### config.mk
export PLATFORM = sky130hd
export DESIGN_NAME = fetch_unit
export DESIGN_NICKNAME = d
export VERILOG_FILES = /design/src/rtl/fetch_unit.sv
export SDC_FILE = /design/constraint.sdc
export NUM_CORES = 1
export LEC_CHECK = 0
export ABC_CLOCK_PERIOD_IN_PS = 3300
export CAP_MARGIN = 10
export CORE_MARGIN = 3
export CORE_UTILIZATION = 47
export DETAILED_ROUTE_END_ITERATION = 6
export GPL_TIMING_DRIVEN = 0
export PLACE_DENSITY = 0.85
export SYNTH_ARGS = -nofsm -noshare
export SYNTH_HDL_FRONTEND = slang
export SYNTH_SLANG_ARGS = --single-unit
### constraint.sdc
create_clock -name clk -period 3.3 [get_ports clk]
set_input_delay 0.825 -clock clk [delete_from_list [all_inputs] [get_ports clk]]
set_output_delay 0.825 -clock clk [all_outputs]
set_load 0.02 [all_outputs]
### src/rtl/fetch_unit.sv
// SimpleRisc instruction fetch: owns the PC, issues one non-pipelined imem request at a time,
// and holds each returned word with its PC in a one-entry output register.
// Optional misaligned-redirect check under `FETCH_MISALIGN_CHECK_EN.
module fetch_unit #(
  parameter logic [31:0] RESET_PC = 32'h0000_0000
) (
  input  logic        clk,
  input  logic        rst,
  output logic        imem_req,
  output logic [31:0] imem_addr,
  input  logic        imem_rvalid,
  input  logic [31:0] imem_rdata,
  input  logic        stall,
  input  logic        redirect,
  input  logic [31:0] redirect_pc,
  output logic [31:0] instr,
  output logic [31:0] instr_pc,
  output logic        instr_valid,
  output logic        misalign_err
);

  typedef enum logic [1:0] {S_REQ, S_WAIT, S_OUT} state_t;

  state_t      state;
  logic [31:0] pc;
  logic        drop;
  logic [31:0] tgt;

`ifdef FETCH_MISALIGN_CHECK_EN
  assign tgt = {redirect_pc[31:2], 2'b00};

  always_ff @(posedge clk) begin
    if (rst)                                  misalign_err <= 1'b0;
    else if (redirect && |redirect_pc[1:0])   misalign_err <= 1'b1;
  end
`else
  assign tgt          = redirect_pc;
  assign misalign_err = 1'b0;
`endif

  assign imem_req  = (state == S_REQ);
  assign imem_addr = pc;

  always_ff @(posedge clk) begin
    if (rst) begin
      pc          <= RESET_PC;
      state       <= S_REQ;
      drop        <= 1'b0;
      instr       <= '0;
      instr_pc    <= '0;
      instr_valid <= 1'b0;
    end else if (redirect) begin
      // drop marks exactly one in-flight response as stale
      pc          <= tgt;
      instr_valid <= 1'b0;
      case (state)
        S_REQ: begin
          drop  <= 1'b1;
          state <= S_WAIT;
        end
        S_WAIT: begin
          if (imem_rvalid) begin
            drop  <= 1'b0;
            state <= S_REQ;
          end else begin
            drop  <= 1'b1;
          end
        end
        default: state <= S_REQ;
      endcase
    end else begin
      case (state)
        S_REQ: state <= S_WAIT;
        S_WAIT: begin
          if (imem_rvalid) begin
            if (drop) begin
              drop  <= 1'b0;
              state <= S_REQ;
            end else begin
              instr       <= imem_rdata;
              instr_pc    <= pc;
              instr_valid <= 1'b1;
              pc          <= pc + 32'd4;
              state       <= S_OUT;
            end
          end
        end
        S_OUT: begin
          if (!stall) begin
            instr_valid <= 1'b0;
            state       <= S_REQ;
          end
        end
        default: state <= S_REQ;
      endcase
    end
  end

endmodule

==> summary.md <==
| Metric | Value |
|---|---|
| N_diodes | 0 |
| DRT antenna net count | 0 |
| Wire per inst | about 16 µm |
| Post-Place Cells | 815 |
| Num rows | 34 |
| CTS Sinks | 100 |
| # IOs | ~170 |
| Layout Skew | ~0.011 ns |
| Worst Path Max Fanout | 10 |
| First-pass DRT Iterations | 5 |
| Hold path depth | 2 |
| Clock transition at the registers of the reported paths | ~0.1 ns |
| TritonCTS Buffers | 9 |
| PwrDens | ~400 nW/µm² |
| Synth cell types | 47 |
| Endpoints failing hold | 0 |
| CORE AREA | about 8800 µm² |
| Period utilization | 90.6% |
| Number of synthesized register bits | 100 |
| Post-DR vias/cell | ~5.6 |
| Final WS setup | around 0.31 ns |
| Worst vdd ir | roughly 270 µV |
| Seq/Total Area, Yosys | 46.8% |
| Setup-failing EPs final | 0 |
| H-Tree Depth | 3 |
| Yosys top cell area share | a little under half |
| Fillers | slightly above 700 |
| Area contributors post-synth | dfxtp_1 47%, nand2_1 13%, a21oi_1 8.4% |
| Cells after Synth | roughly 540 |
| Top cell family by delay on the critical path | simple AND/OR/NAND/NOR gates |
| Relative slew slack | about 39% |
| Area Growth Syn to Fin | 46.4% |
| DIE WIDTH | ~100 µm |
| Nets | around 790 |
| Slowest cell delay on critical path | about 0.82 ns |
| Crit. End Element | flop |
| Slew Viols, Final | 0 |
| Final HPWL DP | 9990 µm |
| # Max-Cap Violations | 0 |
| Root buffer selected by CTS | clkbuf_8 |
| CP cell instances | clkdlybuf4s50_1 -> nand4bb_1 -> buf_2 -> nor4_2 -> a21oi_1 -> or3b_2 |
| Fmax | 335 MHz |
| RSZ-0062 raised after global routing | no |
| Total negative slack | 0 ns |
| Pleak | slightly above 2 nW |
| Dominant register cell in the synthesized netlist | dfxtp_1 |
| Worst slew pin tran | approximately 0.9 ns |
| CP Buf/Inv Count | 2 |
| Syn Nets | 612 |
| Post-synth EDFFs | 0 |
| Pin count of the biggest net entering global routing | 17 |
| CTS hold repair buffers | 0 |
| Starting Density | between 40% and 50% |
| Via count | between 4,000 and 5,000 |
| Number of global-route vias before repair | 4,430 |
| Min-delay worst type | flop to flop |
| Initial antenna violation count | 0 |
| Non-Filler Instances | 830 |
| Crit Path Class | input pin to flop |
| Leading area contributor after synthesis | dfxtp_1 |
| Worst path arrival time | ~3.2 ns |
| Crit start category | input pin |
| Placer congestion estimate | about 0.85 |
| Total gr overflow | 0 |
| DIE HEIGHT | 101 µm |
| Master of the slowest instance on the critical path | nor4_2 |
| Worst hold slack | 0.458 ns |
| CTS tree | yes |
| Post-CTS sizing | 0 |
| Setup bufs post-CTS | 0 |
| Worst reg2reg path depth | 5 |
| Clk Latency, worst-skew pair | roughly 0.36 ns |
| First-pass GRT wire length | between 20,000 and 25,000 µm |
| YS warnings | 0 |
| Drt drc | 0 |
| Share of post-route cells with drive strength above 1 | under 10% |
| Mapped Avg Cell Area | 7.90 µm² |
| IO Port Bufs | roughly 170 |
| WP data required | 3.54 ns |
| Status | complete, no violations |
| Minimum clock period | 2.99 ns |
| Mapped Area | about 4300 µm² |
| All-Layer GR Usage | 25.8% |
| Stages on the worst setup path | 6 |
| Clk buf depth | 2 |
| Die ar. | between 10,000 and 15,000 µm² |
| DRT iter0 DRCs | around 270 |
| Total Power | around 2.5 mW |
| Final wirelength | 13,400 µm |
| Placement Setup Slack | between 0.0015 and 0.002 ns |
| Post-synth ARST share | 0% |
==> sequential cells by signal (all words and copies together) (netlist names) <==
name	flops
drop	1
imem_addr	32
instr	32
instr_pc	32
instr_valid	1
state	2
==> layer usage <==
layer	global-route usage (%)	part of all wire [%]	routed length (µm)	up-vias
met3	6.82	9.6	1280	31
met4	9.00	2.3	307	0
met5	0	0	0	-
met2	42.3	48	6400	232
li1	-	-	-	2244
met1	32.9	40	5380	2175
==> cell usage after synthesis, types with 4 or more instances <==
library cell	instances
xnor2_1	8
a211oi_1	11
dfxtp_1	100
or4_1	4
clkbuf_1	30
a21oi_1	72
nor2b_1	4
a311oi_1	11
nand3_1	12
or3_1	7
nor4_1	10
nor3_1	8
o31a_1	4
o21ai_0	7
nor2_1	35
nand3b_1	4
inv_1	8
nand2_1	148
and3_1	4
nand4_1	10
and4_1	6
==> cell type report <==
cell class | instances | area (µm²) | area share (%)
clock inverter | 5 | 60.1 | 0.959
inverter | 9 | 33.8 | 0.539
clock buffer | 10 | 138 | 2.20
buffer | 37 | 154 | 2.46
tap | 108 | 135 | 2.16
timing repair buffer | 165 | 1650 | 26.4
sequential | 100 | 2000 | 32.0
multi-input combinational | 396 | 2090 | 33.4
==> stage by stage <==
stage               utilization, %  area, µm²
floorplan                        -       4280
global placement              69.2       6070
detailed placement            69.2       6070
CTS                           71.5       6260
global route                  71.5       6260
finish                        71.5       6260
==> where the power goes <==
| group | switching [mW] | internal, mW | leakage, nW |
|---|---|---|---|
| sequential | 0.0653 | 1.25 | 0.816 |
| clock | 0.422 | 0.370 | 0.0987 |
| combinational | 0.199 | 0.203 | 1.15 |
| total | 0.686 | 1.83 | 2.06 |
==> cell families (layout without fill, tap and decap cells) <==
logic type / after synthesis / count (layout) / synth area share (%)
AND/OR/NAND/NOR: 262 / 262 / 28.5
AO/OA/AOI/OAI: 119 / 119 / 17.2
flip-flops: 100 / 100 / 46.8
buffers and inverters: 46 / 226 / 4.39
XOR/XNOR: 11 / 11 / 2.25
multiplexers: 2 / 2 / 0.468
adder cells (fa/ha/maj): 1 / 1 / 0.292
other: 1 / 1 / 0.0876
==> cell usage in the layout (no fill, tap or decap), types with 2 or more instances in the layout <==
cell,Yosys,layout
a31oi_1,2,2
nor4_1,10,10
and4_1,6,6
nor2_1,35,35
nand3_1,12,12
a2111oi_1,2,2
a211oi_1,11,11
nand4_1,10,10
or3_1,7,7
a21oi_1,72,72
xnor2_1,8,8
and2_1,3,3
nand3b_1,4,4
xor2_1,3,3
a311oi_1,11,11
clkbuf_8,0,10
a2111oi_0,2,2
mux2i_1,2,2
clkbuf_1,30,30
buf_1,2,2
clkdlybuf4s50_1,0,165
nand2_1,148,148
dfxtp_1,100,100
and3_1,4,4
nor3_1,8,8
o41a_1,2,2
inv_1,8,8
buf_2,3,3
nor2b_1,4,4
o31ai_1,2,2
or4_1,4,4
o21ai_0,7,7
o31a_1,4,4
==> worst paths after layout <==
check / from / endpoint / slack, ns
worst min register to register: instr[14] / instr[14] / 0.46
worst max register to register: state[0] / imem_addr[31] / 0.85
worst min-delay path: instr[14] / instr[14] / 0.46
worst max-delay path: imem_rvalid / imem_addr[31] / 0.31
==> worst min-delay path, cell delays in order, from the launching register on <==
cell     delay [ns]
dfxtp_1        0.32
nand2_1        0.05
a21oi_1        0.05
No activity file was read; power rests on OpenSTA's default activity.
